**src/rtl/alu_pkg.sv**
```systemverilog
// rtl/alu_pkg.sv - ALU op-code enum, default widths and request bundle type
package alu_pkg;

  localparam int unsigned ALU_DATA_W = 32;
  localparam int unsigned ALU_OP_W   = 4;

  typedef enum logic [ALU_OP_W-1:0] {
    ADD  = 4'd0,
    SUB  = 4'd1,
    SLL  = 4'd2,
    SLT  = 4'd3,
    SLTU = 4'd4,
    XOR  = 4'd5,
    SRL  = 4'd6,
    SRA  = 4'd7,
    OR   = 4'd8,
    AND  = 4'd9,
    LUI  = 4'd10
  } alu_op_e;

  typedef struct packed {
    logic [ALU_OP_W-1:0]   op;
    logic [ALU_DATA_W-1:0] a;
    logic [ALU_DATA_W-1:0] b;
  } alu_req_t;

endpackage

```
**src/rtl/alu_share_arbiter_rr_arb2.sv**
```systemverilog
// rtl/alu_share_arbiter_rr_arb2.sv - two-input round-robin arbiter holding the priority pointer
// Ports:
//   clk_i, rst_ni  clock, async active-low reset
//   req_i[1:0]     request valid per requester
//   advance_i      downstream can take a request this cycle
//   grant_o[1:0]   port would be accepted if it requests; independent of its own req bit
module rr_arb2
  import alu_pkg::*;
#(
  parameter bit RR_INIT = 1'b0
) (
  input  logic       clk_i,
  input  logic       rst_ni,
  input  logic [1:0] req_i,
  input  logic       advance_i,
  output logic [1:0] grant_o
);

  logic       rr_ptr_q, rr_ptr_d;
  logic [1:0] win;

  // A port is granted unless the other port also requests and holds priority.
  assign grant_o[0] = ~req_i[1] | ~rr_ptr_q;
  assign grant_o[1] = ~req_i[0] |  rr_ptr_q;
  assign win        = req_i & grant_o;

  always_comb begin
    rr_ptr_d = rr_ptr_q;
    if (advance_i && (win != 2'b00)) begin
      rr_ptr_d = ~win[1];
    end
  end

  always_ff @(posedge clk_i or negedge rst_ni) begin
    if (!rst_ni) begin
      rr_ptr_q <= RR_INIT;
    end else begin
      rr_ptr_q <= rr_ptr_d;
    end
  end

endmodule

```
**src/rtl/alu_share_arbiter.sv**
```systemverilog
// rtl/alu_share_arbiter.sv - shares one combinational ALU between two requesters, two-stage in-order pipe
// Ports:
//   clk_i, rst_ni                      clock, async active-low reset
//   req_valid_i/req_ready_o [1:0]      request handshake per requester
//   req_op_i, req_a_i, req_b_i         per-requester op code and operands
//   alu_operand1_o/2_o, alu_op_o       drive to the external ALU (zero when idle)
//   alu_data_i                         combinational ALU result
//   rsp_valid_o [1:0] (one-hot)        result valid for that requester
//   rsp_ready_i [1:0]                  result accept per requester
//   rsp_data_o                         shared result bus
module alu_share_arbiter
  import alu_pkg::*;
#(
  parameter int unsigned DATA_W  = ALU_DATA_W,
  parameter int unsigned OP_W    = ALU_OP_W,
  parameter int unsigned RR_INIT = 0
) (
  input  logic                       clk_i,
  input  logic                       rst_ni,
  input  logic [1:0]                 req_valid_i,
  output logic [1:0]                 req_ready_o,
  input  logic [1:0][OP_W-1:0]       req_op_i,
  input  logic [1:0][DATA_W-1:0]     req_a_i,
  input  logic [1:0][DATA_W-1:0]     req_b_i,
  output logic [DATA_W-1:0]          alu_operand1_o,
  output logic [DATA_W-1:0]          alu_operand2_o,
  output logic [OP_W-1:0]            alu_op_o,
  input  logic [DATA_W-1:0]          alu_data_i,
  output logic [1:0]                 rsp_valid_o,
  input  logic [1:0]                 rsp_ready_i,
  output logic [DATA_W-1:0]          rsp_data_o
);

  logic              iss_v_q, iss_id_q;
  logic [OP_W-1:0]   iss_op_q;
  logic [DATA_W-1:0] iss_a_q, iss_b_q;
  logic              rsp_v_q, rsp_id_q;
  logic [DATA_W-1:0] rsp_data_q;

  logic       rsp_free, iss_adv, iss_free;
  logic [1:0] grant, acc;
  logic       acc_any, acc_id;

  assign rsp_free = ~rsp_v_q | rsp_ready_i[rsp_id_q];
  assign iss_adv  = iss_v_q & rsp_free;
  assign iss_free = ~iss_v_q | iss_adv;

  rr_arb2 #(
    .RR_INIT (RR_INIT != 0)
  ) u_arb (
    .clk_i     (clk_i),
    .rst_ni    (rst_ni),
    .req_i     (req_valid_i),
    .advance_i (iss_free),
    .grant_o   (grant)
  );

  // Ready is held low while reset is asserted; the empty pipe would otherwise look free.
  assign req_ready_o = grant & {2{iss_free & rst_ni}};
  assign acc         = req_valid_i & req_ready_o;
  assign acc_any     = |acc;
  assign acc_id      = acc[1];

  always_ff @(posedge clk_i or negedge rst_ni) begin
    if (!rst_ni) begin
      iss_v_q  <= 1'b0;
      iss_id_q <= 1'b0;
      iss_op_q <= '0;
      iss_a_q  <= '0;
      iss_b_q  <= '0;
    end else if (acc_any) begin
      iss_v_q  <= 1'b1;
      iss_id_q <= acc_id;
      iss_op_q <= req_op_i[acc_id];
      iss_a_q  <= req_a_i[acc_id];
      iss_b_q  <= req_b_i[acc_id];
    end else if (iss_adv) begin
      iss_v_q  <= 1'b0;
    end
  end

  always_ff @(posedge clk_i or negedge rst_ni) begin
    if (!rst_ni) begin
      rsp_v_q    <= 1'b0;
      rsp_id_q   <= 1'b0;
      rsp_data_q <= '0;
    end else if (iss_adv) begin
      rsp_v_q    <= 1'b1;
      rsp_id_q   <= iss_id_q;
      rsp_data_q <= alu_data_i;
    end else if (rsp_free) begin
      rsp_v_q    <= 1'b0;
    end
  end

  assign alu_operand1_o = iss_v_q ? iss_a_q  : '0;
  assign alu_operand2_o = iss_v_q ? iss_b_q  : '0;
  assign alu_op_o       = iss_v_q ? iss_op_q : '0;

  assign rsp_valid_o = rsp_v_q ? (rsp_id_q ? 2'b10 : 2'b01) : 2'b00;
  assign rsp_data_o  = rsp_data_q;

endmodule
```
**config.mk**
```make
export PLATFORM = sky130hd
export DESIGN_NAME = alu_share_arbiter
export DESIGN_NICKNAME = d
export VERILOG_FILES = /design/src/rtl/alu_pkg.sv /design/src/rtl/alu_share_arbiter_rr_arb2.sv /design/src/rtl/alu_share_arbiter.sv
export SDC_FILE = /design/constraint.sdc
export NUM_CORES = 1
export LEC_CHECK = 0
export ABC_CLOCK_PERIOD_IN_PS = 2500
export BUFFER_PORTS_ARGS = -buffer_cell sky130_fd_sc_hd__buf_4
export CAP_MARGIN = 20
export CORE_MARGIN = 2
export CORE_UTILIZATION = 49
export CTS_CLUSTER_SIZE = 12
export DETAILED_ROUTE_END_ITERATION = 10
export PLACE_DENSITY = 0.86
export RECOVER_POWER = 25
export SLEW_MARGIN = 40
export SYNTH_ARGS = -nofsm -noshare
export SYNTH_HDL_FRONTEND = slang
export SYNTH_SLANG_ARGS = --single-unit
```
**constraint.sdc**
```tcl
create_clock -name clk_i -period 2.5 [get_ports clk_i]
set_input_delay 0 -clock clk_i [delete_from_list [all_inputs] [get_ports clk_i]]
set_output_delay 0 -clock clk_i [all_outputs]
set_load 0.01 [all_outputs]
```
==> results of run 1 <==
worst reg2reg max path, cell delays in order (launching register included):
cell,delay [ns]
dfrtp_1,0.46
o21ai_4,0.15
buf_4,0.51
mux2i_1,0.33
dlygate4sd3_1,0.61
o21ai_0,0.11
final timing paths:
| path | start | depth (start not counted) | end | slack, ns |
|---|---|---|---|---|
| max | u_arb.rr_ptr_q | 5 | iss_a_q[12] | 0.22 |
| min | req_valid_i[0] | 3 | iss_v_q | 0.08 |
| max reg2reg | u_arb.rr_ptr_q | 5 | iss_a_q[12] | 0.22 |
| min reg2reg | iss_a_q[16] | 2 | iss_a_q[16] | 0.48 |
| max in group asynchronous | rst_ni | 3 | iss_b_q[13] | 0.94 |
| min in group asynchronous | rst_ni | 3 | iss_a_q[22] | 0.49 |
synthesized netlist by cell type (all sizes together):
cell,number,area (um2)
o21a,1,7.51
or2b,1,7.51
clkbuf,14,58.8
dfrtp,105,2630
a31oi,1,6.26
buf,21,193
and2,70,440
nand2,72,270
inv,2,7.51
nand3,1,5.00
mux2,34,499
o21bai,1,7.51
a21oi,3,15.0
mux2i,69,691
o21ai,71,359
and2b,1,7.51
metrics by stage:
stage               setup slack, ns  total power, mW  hold WS [ns]  util (%)
floorplan                     0.979             4.15        -0.296         -
global placement              0.784             5.32         0.198      70.7
detailed placement            0.705             5.43         0.213      70.7
CTS                           0.295             6.74        0.0504      89.0
global route                  0.125             7.33         0.106      89.0
finish                        0.219             7.04        0.0758      89.0
flip-flops by register name (all words and copies together) (netlist names):
name,cells
iss_a_q,32
iss_b_q,32
iss_id_q,1
iss_op_q,4
iss_v_q,1
rsp_data_o,32
rsp_id_q,1
rsp_v_q,1
u_arb.rr_ptr_q,1
cell type report:
cell class,instances,area share (%)
Antenna cell,1,0.0272
Clock buffer,10,1.39
Inverter,2,0.0817
Multi-Input combinational cell,325,25.4
Timing Repair Buffer,455,42.1
Tap cell,136,1.85
Clock inverter,6,0.559
Sequential cell,105,28.6
power breakdown:
| group | total [mW] | switching (mW) | internal [mW] |
|---|---|---|---|
| clock network | 1.01 | 0.631 | 0.376 |
| logic | 3.30 | 1.46 | 1.84 |
| registers | 2.73 | 0.441 | 2.29 |
| total | 7.04 | 2.53 | 4.50 |
per-layer routing:
metal	part of all wire (%)	track usage (%)	up-vias
met3	7.7	10.5	97
met1	35	40.3	2671
li1	-	-	2429
met2	51	64.2	312
met4	5.6	18.5	0
met5	0	0	-
logic make-up after synthesis:
logic type	share of synthesized area, %
and+or+nand+nor	14.0
buffers and inverters	4.98
muxes	22.9
DFF	50.5
AOI/OAI and AO/OA	7.60
timing repair:
action	CTS	global route
hold endpoints to repair	206	0
resized for setup	0	0
hold buffers	171	0
==> summary.md, run 1 <==
| Metric | Value |
|---|---|
| Status | `finished clean` |
| Netlist cell types | `24` |
| Clk slew on worst S/H paths | `0.11 ns` |
| Clk buf depth | `2` |
| Number of hold violations in the final report | `0` |
| Critical path cell sequence | `o21ai_4 > buf_4 > mux2i_1 > dlygate4sd3_1 > o21ai_0` |
| Most frequent cells in the layout | `buf_4 (280), dlygate4sd3_1 (171), dfrtp_1 (104)` |
| Crit path max-delay family | `buffers and inverters` |
| Ports | `278` |
| DRT Wirelength | `20.9 mm` |
| Area occupied by multi-input gates | `2330 um2` |
| Seq/Total Area, Yosys | `50.5%` |
| HP Class | `in -> reg` |
| Pins Over Slew Limit | `0` |
| Post-Syn Instances | `467` |
| Slew HR | `11.7%` |
| TritonCTS Buffers | `9` |
| Die Span Y | `107 um` |
| Port Buffer Count | `277` |
| H-Tree Depth | `3` |
| DR vias/cell | `5.30` |
| #FFs+latches synth | `105` |
| Skew final | `0.0271 ns` |
| Commonest non-fill, non-tap cell in the layout | `buf_4` |
| Initial Util | `50.4%` |
| Vias in the first global route | `5981` |
| Seq. cell area | `2630 um2` |
| Startpoint Class | `register` |
| DRC | `0` |
| Die area | `11500 um2` |
| Yosys warns | `0` |
| Via Count | `5509` |
| Final cell count without fillers | `1040` |
| CP Max Fanout | `34` |
| Kind of critical path | `reg -> reg` |
| Final instance area | `9190 um2` |
| Worst-Margin Slew | `1.32 ns` |
| Max incr delay on CP | `0.61 ns` |
| WP buf/inv | `2` |
| Min Tclk post-route | `2.28 ns` |
| Clock Sinks | `105` |
| First-pass GRT wire length | `32.1 mm` |
| Hpwl dp | `10.7 mm` |
| Max cap viols | `0` |
| RSZ-0062 raised after global routing | `no` |
| Max Freq | `0.438 GHz` |
| FILL cells | `401` |
| Slowest CP cell | `dlygate4sd3_1` |
| Mapped Area | `5200 um2` |
| Total GRT Usage | `36.6%` |
| Die Wd | `107 um` |
| CTS tree | `done` |
| Worst skew pair latency | `0.37 ns` |
| Placer Congestion | `0.788` |
| TritonRoute pass-1 iters | `5` |
| Initial antenna violation count | `1` |
| 1st-iter DRT viols | `316` |
| Worst endpoint required time | `2.74 ns` |
| Avg Cell Area, Syn | `11.1 um2` |
| Setup TNS | `0 ns` |
| CTS root buf | `clkbuf_8` |
| Area Overhead vs Synth | `76.6%` |
| Pin count of the biggest net entering global routing | `67` |
| Inst Count DP | `852` |
| Total global routing overflow | `0` |
| Postcts setup bufs | `0` |
| Core ar. | `10300 um2` |
| Worst Path Arrival | `2.52 ns` |
| Share of layout cells above drive strength 1 | `37.2%` |
| DP Area | `7300 um2` |
| Pwr Density | `766 nW/um2` |
| Syn Nets | `641` |
| Net count, final | `1072` |
| Detail Route Antenna Nets | `0` |
| Final setup viols | `0` |
| Worst setup EP type | `register` |
| Peak VDD IR | `0.452 mV` |
| DR WL/cell | `20.1 um` |
| # rows | `37` |
| Fin crit share | `91.2%` |
| Leak pwr | `4.68 nW` |
Power figures use the tool's default switching activity.
==> run 2, diff against run 1 <==
- ABC_CLOCK_PERIOD_IN_PS: 2500 -> 2800
- CELL_PAD_IN_SITES_DETAIL_PLACEMENT: not set -> 1
- CELL_PAD_IN_SITES_GLOBAL_PLACEMENT: not set -> 2
- CORE_UTILIZATION: 49 -> 28
- PLACE_DENSITY: 0.86 -> not set
- PLACE_DENSITY_LB_ADDON: not set -> 0.1
- clock period: 2.5 -> 2.8 ns (I/O delays scaled with it)
==> run 2 against run 1 <==
  * Power is 11% lower
  * Register-to-register slack better by 0.16 ns
  * Sequential cell count stayed put
  * Largest cell class unchanged
==> summary.md, run 2 (same netlist as run 1, synthesis figures left out) <==
| Metric | Value |
|---|---|
| GR Util met3 | `5.85% (-4.6 points)` |
| Die Span Y | `140 um (+31%)` |
| Fin crit share | `86.5% (-4.8 points)` |
| Combinational power share | `42.0% (-4.9 points)` |
| Ports | `278 (unchanged)` |
| Min Tclk post-route | `2.42 ns (+0.140 ns)` |
| Pins Over Slew Limit | `0 (unchanged)` |
| Worst endpoint required time | `3.00 ns (+0.26 ns)` |
| DR vias/cell | `4.40 (-17%)` |
| Commonest non-fill, non-tap cell in the layout | `buf_4` |
| Die area | `19700 um2 (+72%)` |
| Worst-Margin Slew | `0.730 ns (-0.594 ns)` |
| Slowest CP cell | `dlygate4sd3_1` |
| Critical path cell sequence | `o21ai_4 > buf_4 > mux2i_1 > dlygate4sd3_1 > o21ai_0` |
| Clk pwr share | `20.3% (+6.0 points)` |
| Share of layout cells above drive strength 1 | `34.0% (-3.2 points)` |
| First-pass GRT wire length | `29.8 mm (-7.2%)` |
| Max incr delay on CP | `0.57 ns (-0.04 ns)` |
| Hold slack | `0.0164 ns (-0.0594 ns)` |
| Most Crowded Layer GR | `met2` |
| Inst Count DP | `946 (+11%)` |
| Max cap viols | `0 (unchanged)` |
| Clk slew on worst S/H paths | `0.07 ns (-0.04 ns)` |
| CTS tree | `done` |
| Worst setup EP type | `register` |
| Switching part of the total | `33.5% (-2.5 points)` |
| Placer Congestion | `0.752 (-4.6%)` |
| Vias in the first global route | `5648 (-5.6%)` |
| Hpwl dp | `12.3 mm (+15%)` |
| DRC | `0 (unchanged)` |
| Met2 usage | `35.1% (-29 points)` |
| Max Freq | `0.413 GHz (-5.8%)` |
| # rows | `49 (+32%)` |
| Detail Route Antenna Nets | `0 (unchanged)` |
| Setup TNS | `0 ns (unchanged)` |
| Area occupied by multi-input gates | `2330 um2 (unchanged)` |
| HP Class | `in -> reg` |
| Postcts setup bufs | `0 (unchanged)` |
| Final cell count without fillers | `1133 (+8.9%)` |
| Sequential power share | `37.7% (-1.0 points)` |
| DRT Wirelength | `18.6 mm (-11%)` |
| Startpoint Class | `register` |
| TritonCTS Buffers | `9 (unchanged)` |
| DR WL/cell | `16.4 um (-18%)` |
| Kind of critical path | `reg -> reg` |
| Net count, final | `1073 (+0.093%)` |
| Number of hold violations in the final report | `0 (unchanged)` |
| Met1 usage | `22.2% (-18 points)` |
| Initial antenna violation count | `0 (-1)` |
| Area Overhead vs Synth | `78.5%` |
| FILL cells | `2007 (+400%)` |
| Clock Sinks | `105 (unchanged)` |
| RSZ-0062 raised after global routing | `no` |
| Worst skew pair latency | `0.35 ns (-0.02 ns)` |
| Pwr Density | `671 nW/um2 (-12%)` |
| Total global routing overflow | `0 (unchanged)` |
| Core ar. | `18100 um2 (+75%)` |
| Pin count of the biggest net entering global routing | `81 (+21%)` |
| CTS root buf | `clkbuf_16` |
| Leak pwr | `4.62 nW (-1.2%)` |
| H-Tree Depth | `3 (unchanged)` |
| Most frequent cells in the layout | `buf_4 (252), dlygate4sd3_1 (171), dfrtp_1 (104)` |
| Int Power | `4.14 mW (-8.0%)` |
| N_diodes | `0 (-1)` |
| CP Max Fanout | `21 (-38%)` |
| Seq. cell area | `2630 um2 (unchanged)` |
| Via Count | `4983 (-9.5%)` |
| Worst Path Arrival | `2.62 ns (+0.10 ns)` |
| Peak VDD IR | `0.307 mV (-32%)` |
| Initial Util | `28.8% (-22 points)` |
| TritonRoute pass-1 iters | `4 (-1)` |
| Crit path max-delay family | `buffers and inverters` |
| Total GRT Usage | `19.2% (-17 points)` |
| Final setup viols | `0 (unchanged)` |
| Die Wd | `140 um (+31%)` |
| 1st-iter DRT viols | `126 (-60%)` |
| WP buf/inv | `2 (unchanged)` |
| Slew HR | `51.3% (+40 points)` |
| Status | `finished clean` |
| Net switching power | `2.09 mW (-18%)` |
| Port Buffer Count | `277 (unchanged)` |
| Skew final | `0.00900 ns (-0.0181 ns)` |
| Clk buf depth | `2 (unchanged)` |
-- run 2: changes by cell type in the layout (fill, tap and decap cells not counted), sizes merged --
cell,before,now
inv,4,6
clkbuf,12,43
clkinvlp,3,1
diode,1,0
buf,282,252
-- run 2: worst register-to-register path: cells and delay by family, from the launching register on --
family | cells | cell delay (ns)
multiplexers | 1 | 0.26
buffers and inverters | 2 | 1.03
flip-flops | 1 | 0.45
AO/OA/AOI/OAI | 2 | 0.54
-- run 2: layout make-up --
class / count / area share [%]
Clock inverter: 6 / 0.606
Clock buffer: 10 / 2.57
Tap cell: 229 / 3.09
Timing Repair Buffer: 456 / 40.2
Multi-Input combinational cell: 325 / 25.1
Sequential cell: 105 / 28.3
Inverter: 2 / 0.0809
-- run 2: per-stage QoR --
step,total power [mW],instance area [um2],util (%),setup slack (ns)
5_1_grt,6.67,9280,51.3,0.257
2_1_floorplan,3.71,5200,-,1.28
4_1_cts,6.49,9400,52.0,0.394
6_report,6.23,9280,51.3,0.379
3_5_place_dp,4.87,7400,40.9,0.765
3_3_place_gp,4.79,7400,40.9,0.916
-- run 2: routing by layer --
metal | share of wire (%) | vias to the layer above
met4 | 0.87 | 0
met3 | 6.7 | 10
met2 | 52 | 164
li1 | - | 2426
met5 | 0 | -
met1 | 41 | 2383
-- run 2: what timing repair did --
action,CTS,global route
endpoints found under the hold margin,155,0
endpoints found under the setup margin,0,0
hold buffers,171,0
gates resized for setup,0,0
-- run 2: power by group through the flow --
stage          clock network (mW)  logic (mW)  registers [mW]
2_1_floorplan                   0        1.31            2.40
3_3_place_gp                    0        2.45            2.34
3_5_place_dp                    0        2.49            2.39
4_1_cts                      1.33        2.80            2.36
5_1_grt                      1.38        2.86            2.43
6_report                     1.26        2.62            2.35
-- run 2: final timing paths --
kind	from	to	slack, ns	depth (start not counted)
max in group asynchronous	rst_ni	iss_a_q[10]	1.23	4
min reg2reg	iss_a_q[26]	iss_a_q[26]	0.48	2
max	u_arb.rr_ptr_q	iss_b_q[7]	0.38	5
min in group asynchronous	rst_ni	iss_b_q[19]	0.45	3
min	req_b_i[38]	iss_b_q[6]	0.02	3
max reg2reg	u_arb.rr_ptr_q	iss_b_q[7]	0.38	5
==> run 3, diff against run 2 <==
- CORE_MARGIN: 2 -> 3
==> run 3 against run 2 <==
  * Wire length down 3.2%
  * Clock power about the same
  * Sequential share of layout area down 0.065 points
  * Combinational power up 2%
  * Non-clock buffer count down 1
  * Register-to-register slack better by 0.18 ns
  * Die area up 2.9%
  * Fmax up 7.9%
  * Largest cell class unchanged
==> summary.md, run 3 (same netlist as run 1, synthesis figures left out) <==
| Metric | Value |
|---|---|
| Clk slew on worst S/H paths | `0.07 ns (about the same)` |
| Share of layout cells above drive strength 1 | `34.8% (+0.81 points)` |
| Net switching power | `2.08 mW (-0.31%)` |
| Worst endpoint required time | `3.01 ns (about the same)` |
| Peak VDD IR | `0.295 mV (-4.1%)` |
| DRC | `0 (unchanged)` |
| Area Overhead vs Synth | `78.9%` |
| Initial antenna violation count | `1 (+1)` |
| Sequential power share | `37.3% (-0.4 points)` |
| Pin count of the biggest net entering global routing | `79 (-2.5%)` |
| Clk buf depth | `2 (unchanged)` |
| Reg2Reg Depth | `5 (unchanged)` |
| Initial Util | `28.8% (unchanged)` |
| Inst Count DP | `945 (-0.11%)` |
| Via Count | `5003 (+0.40%)` |
| Port Buffer Count | `277 (unchanged)` |
| Hpwl dp | `12.1 mm (-1.9%)` |
| Worst skew pair latency | `0.36 ns (about the same)` |
| Total GRT Usage | `18.0% (-1.2 points)` |
| Die Span Y | `142 um (+1.4%)` |
| Int Power | `4.17 mW (+0.56%)` |
| Final cell count without fillers | `1133 (unchanged)` |
| Cell depth of the worst min-delay path | `3 (unchanged)` |
| Worst Path Arrival | `2.45 ns (-0.17 ns)` |
| Startpoint Class | `register` |
| Hold slack | `0.00935 ns (-0.00709 ns)` |
| Clk pwr share | `19.9% (-0.4 points)` |
| Area occupied by multi-input gates | `2330 um2 (unchanged)` |
| Pins Over Slew Limit | `0 (unchanged)` |
| Commonest non-fill, non-tap cell in the layout | `buf_4` |
| Vias in the first global route | `5653 (+0.089%)` |
| DRT Wirelength | `18.0 mm (-3.2%)` |
| Die Wd | `142 um (+1.4%)` |
| First-pass GRT wire length | `28.8 mm (-3.4%)` |
| Combinational power share | `42.8% (+0.8 points)` |
| Net count, final | `1072 (-0.093%)` |
| Kind of critical path | `reg -> reg` |
| # rows | `49 (unchanged)` |
| Pwr Density | `672 nW/um2 (about the same)` |
| TritonRoute pass-1 iters | `6 (+2)` |
| CTS root buf | `clkbuf_16` |
| Min Tclk post-route | `2.24 ns (-0.176 ns)` |
| TritonCTS Buffers | `9 (unchanged)` |
| Setup TNS | `0 ns (unchanged)` |
| Skew final | `0.00789 ns (-0.00111 ns)` |
| Most frequent cells in the layout | `buf_4 (259), dlygate4sd3_1 (171), dfrtp_1 (104)` |
| CTS tree | `done` |
| CP Max Fanout | `39 (+86%)` |
| Seq. cell area | `2630 um2 (unchanged)` |
| Total power | `6.25 mW (+0.27%)` |
| H-Tree Depth | `3 (unchanged)` |
| Pre-CTS WS | `0.929 ns (+0.164 ns)` |
| DR vias/cell | `4.42 (+0.40%)` |
| RSZ-0062 raised after global routing | `no` |
| Fin crit share | `80.2% (-6.3 points)` |
| Total global routing overflow | `0 (unchanged)` |
| Max Freq | `0.445 GHz (+7.9%)` |
| Status | `finished clean` |
| 1st-iter DRT viols | `137 (+8.7%)` |
| Final setup viols | `0 (unchanged)` |
| FILL cells | `2000 (-0.35%)` |
| Ports | `278 (unchanged)` |
| Switching part of the total | `33.3% (-0.19 points)` |
| Placer Congestion | `0.699 (-7.0%)` |
| HP Class | `in -> reg` |
| Post-route setup slack | `0.555 ns (+0.176 ns)` |
| Worst setup EP type | `register` |
| Number of hold violations in the final report | `0 (unchanged)` |
| Core ar. | `18100 um2 (unchanged)` |
| Detail Route Antenna Nets | `0 (unchanged)` |
| DR WL/cell | `15.9 um (-3.2%)` |
| Clock Sinks | `105 (unchanged)` |
| Die area | `20300 um2 (+2.9%)` |
| Leak pwr | `4.65 nW (+0.57%)` |
| Slew HR | `56.0% (+4.7 points)` |
| Max cap viols | `0 (unchanged)` |
| Worst-Margin Slew | `0.660 ns (-0.0700 ns)` |
-- run 3: cell types whose count changed in the layout (fill, tap and decap cells not counted), sizes merged --
cell | before | now
clkinvlp | 1 | 0
clkinv | 1 | 3
diode | 0 | 1
buf | 252 | 260
clkbuf | 43 | 33
-- run 3: worst paths after layout --
kind,slack (ns),end,startpoint
worst max-delay path,0.56,iss_op_q[0],u_arb.rr_ptr_q
worst min-delay path,0.009,iss_a_q[4],req_a_i[4]
worst max register to register,0.56,iss_op_q[0],u_arb.rr_ptr_q
worst min register to register,0.47,iss_a_q[20],iss_a_q[20]
max in group asynchronous,1.89,iss_a_q[6],rst_ni
min in group asynchronous,0.42,rsp_v_q,rst_ni
-- run 3: metal layers --
layer	GRT usage, %	vias up	part of all wire [%]
met5	0	-	0
met4	4.00	0	1.3
met3	6.35	15	7.7
met2	32.8	177	51
met1	20.2	2387	40
li1	-	2424	-
-- run 3: critical path, cell delays in order, from the launching register on --
cell and delay, ns:
dfrtp_1 0.44, o21ai_4 0.15, buf_4 0.55, mux2i_1 0.28
dlygate4sd3_1 0.58, o21ai_0 0.07
-- run 3: stage by stage --
step           area (um2)  utilization (%)
2_1_floorplan        5200                -
6_report             9310             51.4
5_1_grt              9310             51.4
4_1_cts              9390             51.9
3_5_place_dp         7390             40.9
3_3_place_gp         7390             40.9
-- run 3: cell type report --
type / count / area share [%]
antenna: 1 / 0.0269
clock buffer: 9 / 2.42
clock inverter: 7 / 0.672
inverter: 2 / 0.0807
multi-input combinational: 325 / 25.1
sequential: 105 / 28.3
tap: 229 / 3.08
timing repair buffer: 455 / 40.4
-- run 3: power groups by stage --
stage | Clock [mW] | Sequential (mW) | Combinational (mW)
6_report | 1.24 | 2.33 | 2.68
5_1_grt | 1.39 | 2.41 | 2.94
4_1_cts | 1.30 | 2.33 | 2.84
3_5_place_dp | 0 | 2.36 | 2.52
3_3_place_gp | 0 | 2.33 | 2.47
2_1_floorplan | 0 | 2.40 | 1.31
-- run 3: timing repair --
action                                 CTS  global route
hold buffers                           171             0
endpoints found under the hold margin  207             0
gates resized for setup                  0             0
buffers inserted                         0             0
